`src/rtl/axi_stream_write_fifo.sv`:
```
// Buffered AXI4-Stream master: DEPTH words ({last,data}) queued; one-cycle push-to-tvalid latency via bypass.
// Backpressure: i_tready low holds the output word stable; o_ready drops at full and further pushes set sticky o_overflow.
module axi_stream_write_fifo #(
    parameter int BUS_WIDTH = 16,
    parameter int DEPTH     = 8
) (
    input  logic                   i_clk,
    input  logic                   i_aresetn,
    input  logic                   i_enable,
    input  logic [BUS_WIDTH-1:0]   i_data_to_transmit,
    input  logic                   i_last,
    output logic                   o_ready,
    output logic                   o_idle,
    output logic [$clog2(DEPTH):0] o_count,
    output logic                   o_overflow,
    output logic                   o_tvalid,
    input  logic                   i_tready,
    output logic [BUS_WIDTH-1:0]   o_tdata,
    output logic                   o_tlast
);

    localparam int CW    = $clog2(DEPTH) + 1;
    localparam int RAM_N = DEPTH - 1;
    localparam int PW    = (RAM_N > 1) ? $clog2(RAM_N) : 1;
    localparam logic [CW-1:0] FULL_C  = CW'(DEPTH);
    localparam logic [PW-1:0] PTR_MAX = PW'(RAM_N - 1);

    typedef struct packed {
        logic                 last;
        logic [BUS_WIDTH-1:0] dat;
    } word_t;

    word_t         mem [RAM_N];
    word_t         head_word;
    word_t         push_word;
    logic [PW-1:0] wr_ptr;
    logic [PW-1:0] rd_ptr;
    logic [CW-1:0] ram_cnt;
    logic [CW-1:0] count_nxt;
    logic          push;
    logic          pop;
    logic          reg_free;
    logic          ram_empty;
    logic          load_ram;
    logic          load_byp;
    logic          ram_wr;

    function automatic logic [PW-1:0] next_ptr(input logic [PW-1:0] p);
        return (p == PTR_MAX) ? '0 : p + 1'b1;
    endfunction

    assign push      = i_enable & o_ready;
    assign pop       = o_tvalid & i_tready;
    assign reg_free  = ~o_tvalid | pop;
    // The output register is always filled first, so the RAM holds count minus that one word.
    assign ram_cnt   = o_count - {{(CW-1){1'b0}}, o_tvalid};
    assign ram_empty = (ram_cnt == '0);
    assign load_ram  = reg_free & ~ram_empty;
    assign load_byp  = reg_free & ram_empty & push;
    assign ram_wr    = push & ~load_byp;
    assign count_nxt = o_count + {{(CW-1){1'b0}}, push} - {{(CW-1){1'b0}}, pop};
    assign head_word = mem[rd_ptr];
    assign push_word = '{last: i_last, dat: i_data_to_transmit};

    always_ff @(posedge i_clk) begin
        if (ram_wr) begin
            mem[wr_ptr] <= push_word;
        end
    end

    always_ff @(posedge i_clk or negedge i_aresetn) begin
        if (!i_aresetn) begin
            wr_ptr     <= '0;
            rd_ptr     <= '0;
            o_count    <= '0;
            o_ready    <= 1'b1;
            o_idle     <= 1'b1;
            o_overflow <= 1'b0;
            o_tvalid   <= 1'b0;
            o_tdata    <= '0;
            o_tlast    <= 1'b0;
        end else begin
            if (ram_wr) begin
                wr_ptr <= next_ptr(wr_ptr);
            end
            if (load_ram) begin
                rd_ptr   <= next_ptr(rd_ptr);
                o_tdata  <= head_word.dat;
                o_tlast  <= head_word.last;
                o_tvalid <= 1'b1;
            end else if (load_byp) begin
                o_tdata  <= push_word.dat;
                o_tlast  <= push_word.last;
                o_tvalid <= 1'b1;
            end else if (pop) begin
                o_tvalid <= 1'b0;
            end
            if (i_enable && !o_ready) begin
                o_overflow <= 1'b1;
            end
            o_count <= count_nxt;
            o_ready <= (count_nxt < FULL_C);
            o_idle  <= (count_nxt == '0);
        end
    end

endmodule

```
`config.mk`:
```
export PLATFORM = sky130hd
export DESIGN_NAME = axi_stream_write_fifo
export DESIGN_NICKNAME = d
export VERILOG_FILES = /design/src/rtl/axi_stream_write_fifo.sv
export SDC_FILE = /design/constraint.sdc
export NUM_CORES = 1
export LEC_CHECK = 0
export CORE_MARGIN = 8
export CORE_UTILIZATION = 40
export CTS_BUF_LIST = sky130_fd_sc_hd__clkbuf_4 sky130_fd_sc_hd__clkbuf_8
export DETAILED_ROUTE_END_ITERATION = 8
export PLACE_DENSITY_LB_ADDON = 0.08
export SLEW_MARGIN = 10
export SYNTH_ARGS = -nofsm -noshare
export SYNTH_HDL_FRONTEND = slang
export SYNTH_SLANG_ARGS = --single-unit
```
`constraint.sdc`:
```
create_clock -name i_clk -period 2.8 [get_ports i_clk]
set_input_delay 0.56 -clock i_clk [delete_from_list [all_inputs] [get_ports i_clk]]
set_output_delay 0.56 -clock i_clk [all_outputs]
set_load 0.02 [all_outputs]
```
### Yosys cells after proc, flatten, opt, wreduce, memory -nomap -nowiden

Memory sizes are Yosys's and may differ from the RTL's.
Cells that the tools add are included.

* register bits after elaboration: 31
* bits in writable memories: 119
* input port bits: 21
* output and inout port bits: 25
* logic and storage cells: 45
* memories: 1

* add/subtract/negate cells: 5
* order comparisons: 1
* eq/ne operators: 2
* muxes and demuxes: 11
* bitwise operators: 10
* reductions and logical operators: 6

Memory list
* mem: depth 7, bits a word 17, read ports 1, clocked after memory_dff 0, write ports 1, line 33 `word_t mem [RAM_N];`

Operators by type and width (count)
* $mux W16: 2
* $logic_not A4 Y1: 2
* $sub A4 B1 Y4: 2
* $mux W1: 7
* $add A3 B1 Y3 const B: 2
* $and A1 B1 Y1: 6
* $eq A3 B3 Y1 const B: 2
* $mux W3: 2
* $add A4 B1 Y4: 1
* $lt A4 B4 Y1 const B: 1
* $not A1 Y1: 3
* $reduce_bool A3 Y1: 1
* $reduce_bool A2 Y1: 1
* $logic_and A1 B1 Y1: 1
* $logic_not A1 Y1: 1
* $or A1 B1 Y1: 1

### Longest topological paths before layout

Gate-level depths: netlist of run 1.

* depth in word-level cells: 8
* mapped depth: 9
* mapped depth without buffers: 9

### Worst setup path after synthesis of run 1

OpenSTA, ideal clock, no wires.

* kind: register to register
* start point: reg o_count[1]
* end point: mem mem[6][0] (netlist bit) (enable)
* setup time: 0.375 ns
* data arrival time: 2.136 ns
* required time: 2.425 ns
* path slack: 0.289 ns
* stages on the path, launching flop included: 8
* path buffers: 0
* period minus slack after synthesis: 2.511 ns
* cells stage by stage: dfrtp_1 > inv_1 > ha_1 > nand2b_1 > and4_1 > a31oi_1 > and2_1 > and3b_1

* longest elaborated chain between the ends: 8

RTL lines
* start: declaration: line 14 `output logic [$clog2(DEPTH):0] o_count,`
* start signal: assignment: line 101 `o_count <= count_nxt;`
* $sub A4 B1 Y4: line 56 `assign ram_cnt = o_count - {{(CW-1){1'b0}}, o_tvalid};`
* $logic_not A4 Y1: line 57 `assign ram_empty = (ram_cnt == '0);`
* $and A1 B1 Y1 (2 in series): line 59 `assign load_byp = reg_free & ram_empty & push;`
* $not A1 Y1: line 60 `assign ram_wr = push & ~load_byp;`
* $and A1 B1 Y1: line 60
* $mux W1: line 66 `if (ram_wr) begin`
* $mux W1 (not written as such): line 67 `mem[wr_ptr] <= push_word;`
* end: declaration: line 33

Every way passes these cells.

### Worst setup path in the final report of run 1

* start point: reg o_count[1]
* end point: mem mem[6][12] (netlist bit) (enable)

The elaborated chain is that of the path after synthesis.

==> out/qor.txt, run 1 <==
=====================================================================================
Placeable core area                                                         15000 um2
IR Drop Worst-Case VDD                                                       0.607 mV
Static Leakage                                                                2.68 nW
Post-Layout Inst Area                                                        7240 um2
Deepest clock path buffer count                                                     2
Post-detailed-route count of antenna-violating nets                                 0
Cell row count                                                                     45
TritonRoute pass-1 iters                                                            5
Category of the worst setup path capture point                               register
Total of endpoints with negative setup slack in the final report                    0
Overall die width                                                              139 um
Sinks on Clock Net                                                                150
Most common library cell in the layout ignoring fill and taps                edfxtp_1
Top-Level Pins                                                                     46
Share of flip-flops with an asynchronous set or reset after synthesis           0.207
CTS resizes                                                                         0
Time the worst path needs with I/O delays and setup                           2.43 ns
DR DRC count                                                                        0
Number of max-cap violations                                                        0
Initial antenna violation count                                                     0
Register-to-register path setup slack                                         0.37 ns
Finished Layout Cells                                                             660
Capturing point of the worst reg2reg path                                mem[6][12]$_DFFE_PP_
Post-detailed-placement half-perimeter wirelength                             8.48 mm
Pin count of the biggest net entering global routing                               32
Critical-path maximum fanout                                                        8
Worst setup path category                                                register to register
Via count                                                                        3520
Largest delay share family, worst path                                   simple AND/OR/NAND/NOR gates
Fill cell instance count of the final layout                                     1307
All-layer global routing usage                                                  0.149
Final worst slack                                                            0.369 ns
Final Max Tran Viols                                                                0
Gpl congestion                                                                  0.746
Launching element type of the critical path                                  register
Sum of negative setup slack                                                      0 ns
Commonest non-fill, non-tap cells in the layout                          edfxtp_1, mux2i_1, clkdlybuf4s50_1
Run status                                                               complete, no violations
Total power of the final layout                                               7.28 mW
Worst Hold Margin                                                            0.226 ns
Worst slack, placed                                                          0.247 ns
Vias per inst                                                                    5.33
Standard cell with the maximum stage delay on the critical path               dfrtp_1
Number of hold violations in the final report                                       0
Slew headroom                                                                   0.361
Share of layout cells above drive strength 1                                    0.140
RSZ-0062 raised after global routing                                               no
Number of setup buffers added after CTS                                             0
Cts bufs inserted                                                                  17
Clock root buffer                                                            clkbuf_8
Clock transition at path regs                                                 0.07 ns
Startpoint of the worst register-to-register path                        o_count[1]$_DFF_PN0_
Data arrival time of the critical path                                        2.58 ns
Total power per unit cell area                                            1000 nW/um2
Worst Max-Slew Pin Slew                                                      0.958 ns
Total grt overflow                                                                  0
Wirelength, routed                                                            13.7 mm
Path depth of the worst reg2reg path                                                8
Area after detailed placement                                                6870 um2
Buffers plus inverters on the worst setup path                                      2
CP cell instances                                                        inv_1, ha_1, nand2b_1, and4_1, a31oi_1, and2_1, and3b_1, buf_4
Cell variety after synth                                                           45
Via count of the first global-routing pass                                       3645
Input/output buffers                                                               45
Final nets                                                                        489
Placed cell count                                                                 629
Core utilization of the finished layout                                         0.482
First-pass GRT wire length                                                    21.7 mm
Required time worst endpoint                                                  2.95 ns
Worst clock skew                                                            0.0103 ns
Overall die height                                                             139 um
Path type of the worst min-delay path                                    input pin to async pin
Total of warnings raised by yosys                                                   0
Primary flip-flop cell chosen by synthesis mapping                           edfxtp_1
Wirelength per Cell                                                           20.7 um
Cts-stage hold buffer count                                                         0
Count of routing violations after the opening detailed-route iteration            223
TritonCTS clock tree                                                            built
Syn nets                                                                          423
Number of enable-type register cells in the synthesized netlist                   119
Insertion delay to the later sink of the worst-skew pair                      0.44 ns
Initial Util                                                                    0.405
Post-synthesis instance area                                                 6090 um2
Instance count of the mapped netlist                                              394
Achievable clock frequency                                                    411 MHz
Average cell area after synthesis                                            15.5 um2
Period utilisation layout                                                       0.868
CTS H-Tree Depth                                                                    4
Longest individual stage delay on the worst path                              0.40 ns
Die outline area                                                            19400 um2
Area grow syn2layout                                                            18.9%
Sequential element share of the synthesized area                                0.714
Number of antenna repair diodes                                                     0
Number of synthesized register bits                                               150
=====================================================================================
[where the power goes]
group | leakage [nW] | internal (mW) | total (mW) | switching, mW
Combinational | 1.05 | 1.13 | 2.62 | 1.49
Clock | 0.189 | 0.792 | 1.57 | 0.774
Sequential | 1.44 | 2.82 | 3.09 | 0.272
Total | 2.68 | 4.74 | 7.28 | 2.54
[flip-flops by register name, summed over array words and instances, names as in the netlist]
register and cells:
mem 119, o_tdata 16, rd_ptr 3, o_ready 1, o_idle 1, o_count 4
o_tlast 1, o_overflow 1, wr_ptr 3, o_tvalid 1
[worst register-to-register path, cell delays in order, from the launching register on]
cell and delay, ns:
dfrtp_1 0.40, inv_1 0.15, ha_1 0.23, nand2b_1 0.15, and4_1 0.23, a31oi_1 0.37
and2_1 0.22, and3b_1 0.19, buf_4 0.20
[cells in the mapped netlist (2+ instances only)]
cell      number  share of area
dfrtp_1       29           0.12
nor2b_1        2         0.0021
xnor2_1        4         0.0058
nand2_1       21          0.013
clkbuf_1       7         0.0043
mux2_2         2         0.0037
o22ai_1       16          0.016
inv_1          9         0.0055
o21ai_0       31          0.025
and3_1         3         0.0031
and3b_1        3         0.0043
a21oi_1       21          0.017
nor2_1         4         0.0025
buf_6          3         0.0055
buf_2         11         0.0090
mux2i_1       50          0.082
nand3_1        2         0.0016
and2_1         3         0.0031
edfxtp_1     119           0.59
dfstp_2        2         0.0086
nand2b_1       3         0.0031
a32oi_1       15          0.022
ha_1           7          0.014
o21ai_1        6         0.0049
[cell type report]
class	instances	area [um2]	share of cell area
multi-input cells	213	1590	0.219
flip-flops and latches	150	4350	0.601
clock buffers	22	297	0.0409
inverters	9	33.8	0.00466
repair buffers	69	663	0.0915
well taps	188	235	0.0325
clock inverters	9	76.3	0.0105
[kinds of logic (layout without fill, tap and decap cells)]
family                     Yosys count  after routing  synth area share
DFF                                150            150             0.714
AOI/OAI and AO/OA                   97             97            0.0982
muxes                               55             55            0.0939
and+or+nand+nor                     49             49            0.0450
buffers and inverters               31            109            0.0251
adders and majority gates            8              8            0.0177
xor gates and xnor gates             4              4           0.00575
[worst max-delay path by stage]
stage                                     from                    to  slack, ns  cells past startpoint
final                     o_count[1]$_DFF_PN0_  mem[6][12]$_DFFE_PP_       0.37                      8
after global routing      o_count[1]$_DFF_PN0_  mem[6][16]$_DFFE_PP_       0.25                      8
after CTS                 o_count[1]$_DFF_PN0_   mem[6][9]$_DFFE_PP_       0.40                      8
after detailed placement              i_tready      o_idle$_DFF_PN1_       0.25                      8
after global placement                i_tready      o_idle$_DFF_PN1_       0.30                      8
after floorplan           o_count[1]$_DFF_PN0_   mem[6][0]$_DFFE_PP_       0.29                      7
[routing by layer]
metal / global-route usage / up-vias / wire [um]
met5: 0 / - / 0
met4: 0.0589 / 0 / 202
met3: 0.0359 / 14 / 453
met2: 0.243 / 65 / 6820
met1: 0.189 / 1791 / 6180
li1: - / 1650 / -
No activity file was read; power rests on OpenSTA's default activity.
==> inputs of run 2 (changes only) <==
--- a/config.mk
+++ b/config.mk
@@ -9,8 +9,9 @@
 export CORE_UTILIZATION = 40
 export CTS_BUF_LIST = sky130_fd_sc_hd__clkbuf_4 sky130_fd_sc_hd__clkbuf_8
 export DETAILED_ROUTE_END_ITERATION = 8
+export GPL_TIMING_DRIVEN = 0
 export PLACE_DENSITY_LB_ADDON = 0.08
-export SLEW_MARGIN = 10
+export SLEW_MARGIN = 0
 export SYNTH_ARGS = -nofsm -noshare
 export SYNTH_HDL_FRONTEND = slang
 export SYNTH_SLANG_ARGS = --single-unit
==> out/qor.txt, run 2 (synthesis gave the netlist of run 1 again) <==
=====================================================================================
Category of the worst setup path capture point                               register
Post-Layout Inst Area                                                        7280 um2
Worst slack, placed                                                         -0.298 ns
Data arrival time of the critical path                                        2.61 ns
Number of max-cap violations                                                        0
Overall die width                                                              139 um
Worst Hold Margin                                                            0.212 ns
Fill cell instance count of the final layout                                     1297
Final Max Tran Viols                                                                0
Placeable core area                                                         15000 um2
CP cell instances                                                        inv_1, ha_1, nand2b_1, and4_1, a31oi_1, and3_2
Critical-path maximum fanout                                                       17
Initial antenna violation count                                                     0
Longest individual stage delay on the worst path                              0.63 ns
Clock transition at path regs                                                 0.08 ns
Period utilisation layout                                                       0.903
Power Internal                                                                5.16 mW
DR DRC count                                                                        0
Worst Max-Slew Pin Slew                                                      0.852 ns
All-layer global routing usage                                                  0.152
Number of antenna repair diodes                                                     0
Die outline area                                                            19400 um2
Required time worst endpoint                                                  2.88 ns
TritonRoute pass-1 iters                                                            4
Deepest clock path buffer count                                                     2
Worst setup path category                                                register to register
Combinational share of power                                                    0.354
Insertion delay to the later sink of the worst-skew pair                      0.45 ns
Launching element type of the critical path                                  register
Sinks on Clock Net                                                                150
Psw                                                                           2.60 mW
Count of routing violations after the opening detailed-route iteration            210
Relative contribution of the clock network to total power                       0.260
Cell row count                                                                     45
Vias per inst                                                                    5.29
TritonCTS clock tree                                                            built
Area after detailed placement                                                6770 um2
Input/output buffers                                                               45
Achievable clock frequency                                                    395 MHz
Placed cell count                                                                 627
Worst clock skew                                                            0.0104 ns
Standard cell with the maximum stage delay on the critical path                and3_2
Run status                                                               complete, no violations
Total of endpoints with negative setup slack in the final report                    0
Sum of negative setup slack                                                      0 ns
Commonest non-fill, non-tap cells in the layout                          edfxtp_1, mux2i_1, clkdlybuf4s50_1
Top-Level Pins                                                                     46
Registers with the highest flip-flop counts                              mem (119), o_tdata (16), o_count (4)
Number of flip-flops under the largest register name                              119
Most common library cell in the layout ignoring fill and taps                edfxtp_1
Sequential group share of total power                                           0.386
RSZ-0062 raised after global routing                                               no
Gpl congestion                                                                  0.748
IR Drop Worst-Case VDD                                                       0.432 mV
Area grow syn2layout                                                            19.5%
Finished Layout Cells                                                             659
Clock root buffer                                                            clkbuf_8
Total grt overflow                                                                  0
Initial Util                                                                    0.405
Cts-stage hold buffer count                                                         0
First-pass GRT wire length                                                    21.7 mm
Switching share of power                                                        0.336
Total power per unit cell area                                            1070 nW/um2
Final nets                                                                        489
Number of hold violations in the final report                                       0
Path type of the worst min-delay path                                    input pin to async pin
Core utilization of the finished layout                                         0.484
Register-to-register path setup slack                                         0.27 ns
Static Leakage                                                                2.67 nW
Reg with most FFs                                                                 mem
Overall die height                                                             139 um
Total power of the final layout                                               7.76 mW
Wirelength, routed                                                            14.2 mm
Cts bufs inserted                                                                  17
Via count of the first global-routing pass                                       3639
Via count                                                                        3485
Post-detailed-route count of antenna-violating nets                                 0
Slew headroom                                                                   0.432
Share of layout cells above drive strength 1                                    0.134
Pin count of the biggest net entering global routing                               32
Post-detailed-placement half-perimeter wirelength                             8.53 mm
Wirelength per Cell                                                           21.6 um
Largest delay share family, worst path                                   simple AND/OR/NAND/NOR gates
Final worst slack                                                            0.271 ns
Buffers plus inverters on the worst setup path                                      1
CTS H-Tree Depth                                                                    4
Time the worst path needs with I/O delays and setup                           2.53 ns
=====================================================================================
run 2: cell count changes in the layout (fill, tap and decap cells not counted), sizes merged:
| cell | previous run | this run |
|---|---|---|
| clkinv | 6 | 4 |
| buf | 25 | 18 |
| bufinv | 1 | 7 |
| clkinvlp | 2 | 0 |
| clkbuf | 22 | 26 |
run 2: path summary, 6_finish.rpt:
kind	depth (start not counted)	endpoint	from
setup / recovery	6	mem[2][15]$_DFFE_PP_	o_count[1]$_DFF_PN0_
hold / removal	1	o_overflow$_DFFE_PN0P_	i_aresetn
setup reg to reg	6	mem[2][15]$_DFFE_PP_	o_count[1]$_DFF_PN0_
hold reg to reg	1	o_overflow$_DFFE_PN0P_	o_overflow$_DFFE_PN0P_
max in group asynchronous	1	o_tdata[5]$_DFFE_PN0P_	i_aresetn
min in group i_clk	1	o_overflow$_DFFE_PN0P_	o_overflow$_DFFE_PN0P_
run 2: layer usage:
layer,wire [um],up-vias,GRT usage
li1,-,1653,-
met1,6490,1735,0.199
met2,6870,85,0.237
met3,704,12,0.0356
met4,155,0,0.0647
met5,0,-,0
run 2: layout make-up:
type                    instances  area (um2)  share of cell area
well taps                     188         235              0.0323
clock buffers                  19         249              0.0342
repair buffers                 47         460              0.0633
inverters                       9        33.8             0.00464
flip-flops and latches        150        4350               0.598
multi-input cells             213        1600               0.220
clock inverters                11         231              0.0318
plain buffers                  22         119              0.0163
run 2: timing repair:
action | 4_1_cts | 5_1_grt
pin swaps | 0 | 1
resized for setup | 7 | 1
setup buffers | 0 | 2
setup endpoints to repair | 119 | 41
run 2: power groups by stage:
stage	Combinational, mW	Clock, mW	Sequential, mW
global route	3.00	2.15	3.04
floorplan	1.58	0	3.21
CTS	2.78	2.06	3.00
finish	2.75	2.02	3.00
detailed placement	2.77	0	3.05
global placement	2.75	0	3.04
==> inputs of run 3 (changes only) <==
==> constraint.sdc (replaced) <==
create_clock -name i_clk -period 3.06 [get_ports i_clk]
set_input_delay 0.612 -clock i_clk [delete_from_list [all_inputs] [get_ports i_clk]]
set_output_delay 0.612 -clock i_clk [all_outputs]
set_load 0.02 [all_outputs]
==> out/qor.txt, run 3 (synthesis gave the netlist of run 1 again) <==
=====================================================================================
Total power per unit cell area                                             977 nW/um2
Commonest non-fill, non-tap cells in the layout                          edfxtp_1, mux2i_1, clkdlybuf4s50_1
Most common library cell in the layout ignoring fill and taps                edfxtp_1
Number of flip-flops under the largest register name                              119
Deepest clock path buffer count                                                     2
Number of antenna repair diodes                                                     0
Worst clock skew                                                            0.0139 ns
Data arrival time of the critical path                                        2.89 ns
Critical-path maximum fanout                                                       17
Worst Max-Slew Pin Slew                                                       1.07 ns
Area after detailed placement                                                6770 um2
All-layer global routing usage                                                  0.152
Reg with most FFs                                                                 mem
Total power of the final layout                                               7.09 mW
Input/output buffers                                                               45
TritonRoute pass-1 iters                                                            5
Initial antenna violation count                                                     0
Final nets                                                                        487
IR Drop Worst-Case VDD                                                       0.397 mV
Standard cell with the maximum stage delay on the critical path                and3_1
Placeable core area                                                         15000 um2
CTS H-Tree Depth                                                                    4
Slew headroom                                                                   0.285
Run status                                                               complete, no violations
Clock root buffer                                                            clkbuf_8
Post-detailed-route count of antenna-violating nets                                 0
Clock transition at path regs                                                 0.08 ns
Initial Util                                                                    0.405
Cts bufs inserted                                                                  17
Static Leakage                                                                2.67 nW
Wirelength per Cell                                                           21.5 um
Cell row count                                                                     45
Fill cell instance count of the final layout                                     1300
Share of layout cells above drive strength 1                                    0.124
Final Max Tran Viols                                                                0
Period utilisation layout                                                       0.927
Insertion delay to the later sink of the worst-skew pair                      0.45 ns
Gpl congestion                                                                  0.748
Worst setup path category                                                register to register
Vias per inst                                                                    5.31
Category of the worst setup path capture point                               register
Post-detailed-placement half-perimeter wirelength                             8.53 mm
Die outline area                                                            19400 um2
Count of routing violations after the opening detailed-route iteration            261
Sinks on Clock Net                                                                150
Via count of the first global-routing pass                                       3636
Total of endpoints with negative setup slack in the final report                    0
Total grt overflow                                                                  0
RSZ-0062 raised after global routing                                               no
Area grow syn2layout                                                            19.1%
Number of hold violations in the final report                                       0
Number of max-cap violations                                                        0
Path type of the worst min-delay path                                    input pin to async pin
Longest individual stage delay on the worst path                              0.56 ns
Launching element type of the critical path                                  register
Top-Level Pins                                                                     46
Required time worst endpoint                                                  3.11 ns
DR DRC count                                                                        0
Overall die width                                                              139 um
Achievable clock frequency                                                    353 MHz
Post-Layout Inst Area                                                        7260 um2
Time the worst path needs with I/O delays and setup                           2.84 ns
Number of setup buffers added after CTS                                             0
Wirelength, routed                                                            14.2 mm
Cts-stage hold buffer count                                                         0
TritonCTS clock tree                                                            built
Pin count of the biggest net entering global routing                               32
Registers with the highest flip-flop counts                              mem (119), o_tdata (16), o_count (4)
CP cell instances                                                        inv_1, ha_1, nand2b_4, mux2_4, nor3_4, nor3_2, and3_1
Overall die height                                                             139 um
First-pass GRT wire length                                                    21.7 mm
Via count                                                                        3486
=====================================================================================
==> run 3: final timing paths <==
| path | start | endpoint | slack (ns) | cells past startpoint |
|---|---|---|---|---|
| hold / removal | i_aresetn | o_overflow$_DFFE_PN0P_ | 0.26 | 1 |
| setup reg to reg | o_count[1]$_DFF_PN0_ | mem[5][5]$_DFFE_PP_ | 0.22 | 7 |
| setup / recovery | o_count[1]$_DFF_PN0_ | mem[5][5]$_DFFE_PP_ | 0.22 | 7 |
| max in group asynchronous | i_aresetn | o_tdata[5]$_DFFE_PN0P_ | 2.26 | 1 |
| min in group i_clk | o_overflow$_DFFE_PN0P_ | o_overflow$_DFFE_PN0P_ | 0.46 | 1 |
| hold reg to reg | o_overflow$_DFFE_PN0P_ | o_overflow$_DFFE_PN0P_ | 0.46 | 1 |
==> run 3: cell type report <==
| type | instances | area (um2) | share of cell area |
|---|---|---|---|
| buffer | 22 | 119 | 0.0164 |
| clock buffer | 19 | 249 | 0.0343 |
| clock inverter | 11 | 231 | 0.0319 |
| inverter | 9 | 33.8 | 0.00466 |
| multi-input combinational | 213 | 1590 | 0.219 |
| sequential | 150 | 4350 | 0.600 |
| tap | 188 | 235 | 0.0324 |
| timing repair buffer | 45 | 445 | 0.0614 |
==> run 3: per-layer routing <==
metal	global-route usage	wire length, um
met5	0	0
met4	0.0647	181
met3	0.0356	808
met2	0.237	6680
met1	0.199	6480
==> run 3: timing repair <==
| item | 4_1_cts | 5_1_grt |
|---|---|---|
| gates resized for setup | 0 | 4 |
| endpoints found under the setup margin | 0 | 54 |
| endpoints found under the hold margin | 0 | 0 |
==> run 3: per-stage QoR <==
stage               worst slack [ns]  hold slack, ns  instances   util  setup TNS (ns)
floorplan                      0.549           0.316        394      -               0
global placement             -0.0898           0.440        627  0.451           -2.29
detailed placement           -0.0903           0.447        627  0.450           -2.77
CTS                            0.104           0.278        657  0.482               0
global route                  0.0141           0.304        657  0.483               0
finish                         0.225           0.256        657  0.483               0
==> run 3: worst max-delay path: cells and delay by family (launching register included) <==
family,cells,cell delay (ns)
adder cells (fa/ha/maj),1,0.24
buffers and inverters,1,0.19
flip-flops,1,0.40
multiplexers,1,0.33
AND/OR/NAND/NOR,4,1.27
==> run 3: power by group <==
part	internal, mW	switching (mW)	total, mW
combinational	0.992	1.51	2.50
clock	1.14	0.704	1.84
sequential	2.58	0.162	2.74
total	4.71	2.38	7.09
